<file path="config.mk">
export PLATFORM = sky130hd
export DESIGN_NAME = load_scoreboard
export DESIGN_NICKNAME = d
export VERILOG_FILES = /design/src/rtl/pipeline_pkg.sv /design/src/rtl/sb_counter.sv /design/src/rtl/load_scoreboard.sv
export SDC_FILE = /design/constraint.sdc
export NUM_CORES = 1
export LEC_CHECK = 0
export ABC_AREA = 1
export CAP_MARGIN = 10
export CORE_ASPECT_RATIO = 1.75
export CORE_MARGIN = 3
export CORE_UTILIZATION = 25
export CTS_CLUSTER_DIAMETER = 120
export DETAILED_ROUTE_END_ITERATION = 10
export GPL_TIMING_DRIVEN = 0
export REMOVE_ABC_BUFFERS = 1
export SKIP_LAST_GASP = 1
export SLEW_MARGIN = 20
export SYNTH_ARGS = -nofsm -noshare
export SYNTH_HDL_FRONTEND = slang
export SYNTH_SLANG_ARGS = --single-unit
</file>
<file path="constraint.sdc">
create_clock -name i_clk -period 23.3 [get_ports i_clk]
set_input_delay 2.33 -clock i_clk [delete_from_list [all_inputs] [get_ports i_clk]]
set_output_delay 2.33 -clock i_clk [all_outputs]
set_load 0.03 [all_outputs]
</file>
<file path="src/rtl/pipeline_pkg.sv">
// Shared pipeline constants for the load scoreboard.
// Register-file geometry and default outstanding-load limits.
package pipeline_pkg;

  localparam int REG_ADDR_W      = 5;
  localparam int NUM_REGS        = 32;
  localparam int MAX_PER_REG_DEF = 3;
  localparam int MAX_TOTAL_DEF   = 4;

endpackage

</file>
<file path="src/rtl/sb_counter.sv">
// Guarded up/down counter: one increment, two decrements, limit.
// Ports: clk/rst, inc/blk/dec_a/dec_b in; q, ovf/unf, a_ok/b_ok out.
module sb_counter #(
  parameter int LIMIT = 3,
  parameter int W     = $clog2(LIMIT + 1)
) (
  input  logic         clk,
  input  logic         rst,
  input  logic         inc,
  input  logic         blk,
  input  logic         dec_a,
  input  logic         dec_b,
  output logic [W-1:0] q,
  output logic         ovf,
  output logic         unf,
  output logic         a_ok,
  output logic         b_ok
);

  localparam int XW = W + 2;

  logic [XW-1:0] qx;
  logic [XW-1:0] avail;
  logic [XW-1:0] n;
  logic [XW-1:0] sub;
  logic [W-1:0]  q_next;
  logic          up;
  logic          apply;

  assign qx = XW'(q);

  // Net-result limit check: same-cycle decrements free a slot.
  assign ovf = inc
    && (qx + XW'(1) > XW'(LIMIT) + XW'(dec_a) + XW'(dec_b));

  // An increment that fits may satisfy a same-cycle decrement.
  assign up    = inc & ~ovf;
  assign apply = up & ~blk;
  assign avail = qx + XW'(up);

  assign a_ok = dec_a && (avail != '0);
  assign b_ok = dec_b && (avail > XW'(a_ok));
  assign unf  = (dec_a & ~a_ok) | (dec_b & ~b_ok);

  assign n      = qx + XW'(apply);
  assign sub    = XW'(a_ok) + XW'(b_ok);
  assign q_next = (n >= sub) ? W'(n - sub) : '0;

  always_ff @(posedge clk) begin
    if (rst) q <= '0;
    else     q <= q_next;
  end

endmodule

</file>
<file path="src/rtl/load_scoreboard.sv">
// Outstanding-load scoreboard: per-rd counters and ID stall.
// Ports: issue/done/kill events, ID sources; stall, busy, full, flags.
module load_scoreboard
  import pipeline_pkg::*;
#(
  parameter int MAX_PER_REG = MAX_PER_REG_DEF,
  parameter int MAX_TOTAL   = MAX_TOTAL_DEF
) (
  input  logic                  i_clk,
  input  logic                  i_rst,
  input  logic                  i_issue_valid,
  input  logic [REG_ADDR_W-1:0] i_issue_rd,
  input  logic                  i_done_valid,
  input  logic [REG_ADDR_W-1:0] i_done_rd,
  input  logic                  i_kill_valid,
  input  logic [REG_ADDR_W-1:0] i_kill_rd,
  input  logic [REG_ADDR_W-1:0] i_id_rs1,
  input  logic [REG_ADDR_W-1:0] i_id_rs2,
  input  logic                  i_id_rs1_used,
  input  logic                  i_id_rs2_used,
  output logic                  o_stall,
  output logic [NUM_REGS-1:0]   o_busy,
  output logic                  o_full,
  output logic                  o_overflow,
  output logic                  o_underflow
);

  localparam int CW = $clog2(MAX_PER_REG + 1);
  localparam int TW = $clog2(MAX_TOTAL + 1);

  logic [NUM_REGS-1:0][CW-1:0] cnt;
  logic [NUM_REGS-1:0]         reg_ovf;
  logic [NUM_REGS-1:0]         reg_unf;
  logic [NUM_REGS-1:0]         d_ok;
  logic [NUM_REGS-1:0]         k_ok;
  logic [NUM_REGS-1:0]         busy;
  logic [NUM_REGS-1:0]         bypass;
  logic [NUM_REGS-1:0]         pend;
  logic [TW-1:0]               total;
  logic [1:0]                  tot_ok_unused;

  logic iss_hit;
  logic done_hit;
  logic kill_hit;
  logic tot_inc;
  logic tot_ovf;
  logic tot_unf;
  logic drop;
  logic ovf_q;
  logic unf_q;

  // x0 never holds a pending load.
  assign iss_hit  = i_issue_valid && (i_issue_rd != '0);
  assign done_hit = i_done_valid && (i_done_rd != '0);
  assign kill_hit = i_kill_valid && (i_kill_rd != '0);

  assign cnt[0]     = '0;
  assign reg_ovf[0] = 1'b0;
  assign reg_unf[0] = 1'b0;
  assign d_ok[0]    = 1'b0;
  assign k_ok[0]    = 1'b0;
  assign busy[0]    = 1'b0;
  assign bypass[0]  = 1'b0;

  for (genvar r = 1; r < NUM_REGS; r++) begin : g_reg
    logic sel_i;
    logic sel_d;
    logic sel_k;

    assign sel_i = iss_hit && (i_issue_rd == REG_ADDR_W'(r));
    assign sel_d = done_hit && (i_done_rd == REG_ADDR_W'(r));
    assign sel_k = kill_hit && (i_kill_rd == REG_ADDR_W'(r));

    sb_counter #(
      .LIMIT (MAX_PER_REG),
      .W     (CW)
    ) u_cnt (
      .clk   (i_clk),
      .rst   (i_rst),
      .inc   (sel_i),
      .blk   (drop),
      .dec_a (sel_d),
      .dec_b (sel_k),
      .q     (cnt[r]),
      .ovf   (reg_ovf[r]),
      .unf   (reg_unf[r]),
      .a_ok  (d_ok[r]),
      .b_ok  (k_ok[r])
    );

    assign busy[r] = cnt[r] != '0;

    // Last pending load returning now: WB bypass covers the read.
    assign bypass[r] = (cnt[r] == CW'(1))
      && (sel_d || sel_k) && !sel_i;
  end

  // Total only sees events its register counter accepted.
  assign tot_inc = iss_hit && !reg_ovf[i_issue_rd];

  sb_counter #(
    .LIMIT (MAX_TOTAL),
    .W     (TW)
  ) u_total (
    .clk   (i_clk),
    .rst   (i_rst),
    .inc   (tot_inc),
    .blk   (1'b0),
    .dec_a (|d_ok),
    .dec_b (|k_ok),
    .q     (total),
    .ovf   (tot_ovf),
    .unf   (tot_unf),
    .a_ok  (tot_ok_unused[0]),
    .b_ok  (tot_ok_unused[1])
  );

  assign drop = iss_hit && (reg_ovf[i_issue_rd] || tot_ovf);

  always_ff @(posedge i_clk) begin
    if (i_rst) begin
      ovf_q <= 1'b0;
      unf_q <= 1'b0;
    end else begin
      ovf_q <= ovf_q | drop;
      unf_q <= unf_q | (|reg_unf) | tot_unf;
    end
  end

  assign pend = busy & ~bypass;

  assign o_stall =
    (i_id_rs1_used && (i_id_rs1 != '0) && pend[i_id_rs1]) ||
    (i_id_rs2_used && (i_id_rs2 != '0) && pend[i_id_rs2]);

  assign o_busy      = busy;
  assign o_full      = total == TW'(MAX_TOTAL);
  assign o_overflow  = ovf_q;
  assign o_underflow = unf_q;

endmodule
</file>
# After elaboration in Yosys (flattened, before gate mapping)
# Index checks and enable logic that the tools add are counted.
word_totals:
  wordCells: 1208
  input_bits: 32
  regBits: 67
op_classes:
  addsub: 223
  muxes: 6
  n_reduce_logical: 428
  n_eq_ne: 125
  bitwise_logic: 293
  n_lt_le_gt_ge: 99
op_table:
  columns: ["op", "count"]
  rows:
  - ["$logic_and 1x1->1", 260]
  - ["$eq 5x5->1 const B", 48]
  - ["$add 2x1->3", 62]
  - ["$not 1->1", 129]
  - ["$gt 4x1->1", 32]
  - ["$and 1x1->1", 127]
  - ["$add 4x1->4", 31]
  - ["$gt 4x4->1", 31]
  - ["$reduce_bool 4->1", 31]
  - ["$eq 5x4->1 const B", 24]
  - ["$add 2x1->3 const A", 31]
  - ["$add 2x1->3 const B", 31]
  - ["$ge 3x2->1", 31]
  - ["$reduce_or 31->1", 3]
  - ["$add 1x1->2", 32]
  - ["$reduce_or 2->1", 32]
  - ["$eq 2x1->1 const B", 31]
  - ["$reduce_bool 2->1", 31]
  - ["$sub 2x2->2", 31]
  - ["$eq 5x3->1 const B", 12]
  - ["$or 1x1->1", 35]
  - ["$logic_or 1x1->1", 33]
  - ["$and 32x32->32", 1]
  - ["$logic_not 1->1", 32]
  - ["other kinds (15)", 33]

# Longest topological paths before layout
logic_depth:
  ltp_word: 29
  ltp_mapped: 58
  ltp_nobuf: 57

# Hierarchy
# From an unflattened synthesis, not the netlist that was laid out.
unflattened:
  cells_unflattened: 2655
  hier_area_um2: 16497.1
by_module_without_submodules:
  columns: ["module", "cells_per_inst", "seq_area_each_um2", "n_inst", "area_per_inst_um2"]
  rows:
  - ["sb_counter (g_reg[10].u_cnt ...)", 61, 40.0, 31, 414.1]
  - ["load_scoreboard", 695, 40.0, 1, 3189.3]
  - ["sb_counter (u_total)", 69, 60.1, 1, 469.2]

# Worst setup path before layout
# Ideal clock, no wire load.
synth_path:
  kind: "input -> register"
  startpoint: "in i_done_valid"
  endpoint: "reg u_total.q[2]"
  path_buffers: 2
  stages: 53
  setup_ns: 0.070
  t_arrival_ns: 9.643
  required_time_ns: 23.230
  path_slack_ns: 13.587
  cell_sequence: "nand2_1 > inv_1 > clkbuf_1 > buf_2 > nand2_1 > ha_1 > inv_1 > ha_1 > inv_1 > a21oi_1 > o21bai_1 > nand2_1 > nand2_1 > inv_1 > ha_1 > ha_1 > nor2_1 > inv_1 > [... 17 more ...] > nor3_1 > ha_1 > ha_1 > inv_1 > nand2_1 > nor2_1 > inv_1 > nor2_1 > a21oi_1 > ha_1 > nor2_1 > nor2_1 > a31oi_1 > ha_1 > ha_1 > fa_1 > or2_2 > a21oi_1"
synth_between:
  elab_chain_len: 28
synth_rtl:
  columns: ["element", "line", "source"]
  rows:
  - ["start: declaration", "load_scoreboard.sv:13", "input logic i_done_valid,"]
  - ["$logic_and 1x1->1 (*)", "load_scoreboard.sv:54", "assign done_hit = i_done_valid && (i_done_rd != '0);"]
  - ["$logic_and 1x1->1", "load_scoreboard.sv:71", "assign sel_d = done_hit && (i_done_rd == REG_ADDR_W'(r));"]
  - ["$add 2x1->3", "sb_counter.sv:34", "&& (qx + XW'(1) > XW'(LIMIT) + XW'(dec_a) + XW'(dec_b));"]
  - ["$add 4x1->4", "sb_counter.sv:34", null]
  - ["$gt 4x4->1", "sb_counter.sv:34", null]
  - ["$logic_and 1x1->1", "sb_counter.sv:34", null]
  - ["$not 1->1", "sb_counter.sv:37", "assign up = inc & ~ovf;"]
  - ["$and 1x1->1", "sb_counter.sv:37", null]
  - ["[... 12 more ...]", null, null]
  - ["$reduce_bool 5->1", "sb_counter.sv:41", "assign a_ok = dec_a && (avail != '0);"]
  - ["$logic_and 1x1->1", "sb_counter.sv:41", null]
  - ["$gt 4x1->1", "sb_counter.sv:42", "assign b_ok = dec_b && (avail > XW'(a_ok));"]
  - ["$logic_and 1x1->1", "sb_counter.sv:42", null]
  - ["$add 1x1->2", "sb_counter.sv:46", "assign sub = XW'(a_ok) + XW'(b_ok);"]
  - ["$ge 4x2->1", "sb_counter.sv:47", "assign q_next = (n >= sub) ? W'(n - sub) : '0;"]
  - ["$not 1->1 (no source line)", null, null]
  - ["$reduce_or 2->1 (no source line)", null, null]
  - ["end signal: assignment", "sb_counter.sv:51", "else q <= q_next;"]
  - ["end: declaration", "sb_counter.sv:13", "output logic [W-1:0] q,"]
# Mark *: on every way between the ends. The rest lies on a longest branch, timed or not. The select of a mux whose other input is x is not followed.
# A chain may end at the register's enable or synchronous reset.

# Worst setup path in the final report
# Same ends and word-level chain as after synthesis.

==> flow_summary.yaml <==
clocking:
  clock-sinks: 67
  clock-root-buffer: "clkbuf_16"
  cts_tree: "built"
  post_cts_resized: 0
  clk_pin_slew_ns: 0.06
  ctsLongestPathBuffers: 2
  htreeDepth: 3
  cts.hold.buffers_added: 0
  cts_setup_buffers: 0
  numCtsBuffers: 9
  clk_latency_ns: 0.39
floorplanning:
  die_width_um: 195
  start_util: 0.253
  io_pins: 68
  dieArea_sq_um: 65400
  die_y_um: 336
  rows: 120
  core_area_sq_um: 61400
timing:
  tightest_slew_ns: 0.979
  rsz0062_at_grt: "false"
  slew_headroom: 0.345
  finalSetupViolCount: 0
  finalHoldViolCount: 0
  drv_slew: 0
  tns_ns: 0
  min_period_ns: 12.86
  finClkSkew_ns: 0.0108
  fin_crit_sh: 0.552
  fmax_mhz: 77.8
  holdWs_ns: 0.609
setup_path:
  critPathCaptureType: "register"
  critPathRequiredTime_ns: 23.61
  r2r_start: "g_reg[16].u_cnt.q[1]"
  path_max_fanout: 16
  cpMaxStageDelayCell: "and2_1"
  crit-reg2reg-capture: "u_total.q[2]"
  r2r_slack_ns: 14.16
  critPathKind: "input port to register"
  worstPathArrival_ns: 13.17
  cp-startpoint: "i_done_valid"
  setup.worst_path.end: "u_total.q[2]"
  max_stage_delay_ns: 0.77
  startpoint_type: "input port"
  rr_worst_depth: 46
  path_common_cell: "ha_1"
placed_design:
  portBuffers: 66
  dp_hpwl_um: 46400
  gp_congestion: 1.02
  placed_cells: 3177
final_layout:
  antennaDiodeCount: 0
  final_nets: 2935
  n_fill_cell: 6748
  post_route_cells_drive_above_1_share: 0.0321
  final_cells: 3192
  area_growth_pct: 12.0
synthesis:
  synth-seq-cells: 67
  yosys.cell_types.count: 42
  async_flop_share: 0
  ys.warnings.count: 0
  synthFlopType: "dfxtp_1"
  syn_inst: 2343
  synth.avg_cell_area_sq_um: 6.64
  synth-edff-count: 0
  syn-cell-area_sq_um: 15600
  ys_seq_area_frac: 0.0862
power:
  power_density_nw_per_um2: 21.4
  ir_drop_uv: 36.8
  power_uw: 373
  power_leakage_nw: 9.83
global_route:
  grt_overflow: 0
  grt_pass1_vias: 14600
  grt_max_degree: 33
  antenna_found_initial: 0
  grtUsageTotal: 0.163
  grt_pass1_wl_um: 81100
run:
  drv_cap: 0
drt:
  drc: 0
  wire_per_inst_um: 16.8
  vias_per_cell: 4.65
  firstDrtPassIters: 5
  wirelength_um: 53700
  postRouteAntennaNets: 0
  dr.first_iter.drc_count: 700
  via_count: 14800
status:
  status: "completed"
worst_hold_path:
  hold_path.class: "register to register"
[worst min-delay path by stage]
| stage | start | end | slack (ns) | cells past startpoint |
|---|---|---|---|---|
| 5_1_grt | o_overflow | o_overflow | 0.68 | 4 |
| 3_5_place_dp | o_overflow | o_overflow | 0.61 | 4 |
| 2_1_floorplan | o_overflow | o_overflow | 0.71 | 4 |
| 4_1_cts | o_overflow | o_overflow | 0.63 | 4 |
| 6_report | o_overflow | o_overflow | 0.61 | 4 |
| 3_3_place_gp | o_overflow | o_overflow | 0.58 | 4 |
[where the power goes]
part | switching, mW | internal, mW
logic | 0.0732 | 0.0363
clock network | 0.0624 | 0.0798
registers | 0.00394 | 0.117
[Yosys cell counts (2+ instances only)]
library cell / number / area share
buf_4: 4 / 0.0019
nand4_1: 15 / 0.0060
nor3b_1: 2 / 0.00096
nor2_2: 23 / 0.0092
nand3b_1: 4 / 0.0019
and2_1: 2 / 0.00080
o22a_1: 2 / 0.0011
nor2_4: 2 / 0.0014
nand2_1: 337 / 0.081
a21oi_1: 67 / 0.022
buf_2: 6 / 0.0019
clkbuf_1: 11 / 0.0027
a31oi_1: 3 / 0.0012
o21a_1: 6 / 0.0029
o21ai_0: 86 / 0.028
inv_1: 563 / 0.14
or2_2: 26 / 0.010
buf_6: 4 / 0.0029
o2111ai_1: 5 / 0.0028
o211ai_1: 2 / 0.00096
o21bai_1: 16 / 0.0077
ha_1: 476 / 0.38
clkinv_1: 2 / 0.00048
nand3_1: 215 / 0.069
fa_1: 32 / 0.041
buf_1: 3 / 0.00072
o22ai_1: 5 / 0.0020
dfxtp_1: 67 / 0.086
nor2_1: 300 / 0.072
nor3_1: 45 / 0.014
[through the flow]
step	cell area [sq um]	setup slack, ns	util
2_1_floorplan	15400	13.39	-
3_3_place_gp	17100	10.10	0.278
3_5_place_dp	17100	10.12	0.279
4_1_cts	17400	10.48	0.284
5_1_grt	17400	9.80	0.284
6_report	17400	10.44	0.284
[metal layers]
metal,vias up,GRT usage,routed length [um]
li1,7472,-,-
met1,6791,0.155,18800
met2,409,0.304,26900
met3,167,0.0251,2680
met4,0,0.143,5410
met5,-,0,0
[kinds of logic after synthesis]
| group | after synthesis | synth area share |
|---|---|---|
| and+or+nand+nor | 975 | 0.271 |
| buffers and inverters | 594 | 0.147 |
| adders and majority gates | 508 | 0.424 |
| AOI/OAI and AO/OA | 197 | 0.0712 |
| DFF | 67 | 0.0862 |
| xor gates and xnor gates | 1 | 0.000563 |
| other | 1 | 0.000241 |
[critical path, delay by kind of cell]
| family | cells | cell delay [ns] |
|---|---|---|
| AND/OR/NAND/NOR | 23 | 5.08 |
| AO/OA/AOI/OAI | 8 | 1.18 |
| buffers and inverters | 8 | 0.92 |
| adder cells (fa/ha/maj) | 13 | 3.62 |
[cells in the final DEF, fill, tap and decap left out, drive strengths merged, types with 32 or more instances in the layout]
cell type and n:
nand2 338, dfxtp 67, fa 32, o21ai 87
a21oi 67, nor3 46, nor2 325, nand3 216
ha 476, clkdlybuf4s50 66, inv 564
[area by class of cell]
type,instances,area [sq um],share of cell area
Tap cell,793,992,0.0570
Sequential cell,67,1340,0.0770
Timing Repair Buffer,69,743,0.0427
Inverter,566,2120,0.122
Clock buffer,13,270,0.0155
Multi-Input combinational cell,1682,11900,0.685
Clock inverter,2,10.0,0.000575
[state kept, by name, indices dropped and copies added (netlist names)]
signal       cells
u_total.q        3
o_overflow       1
o_underflow      1
g.u_cnt.q       62
No activity file was read; power rests on OpenSTA's default activity.
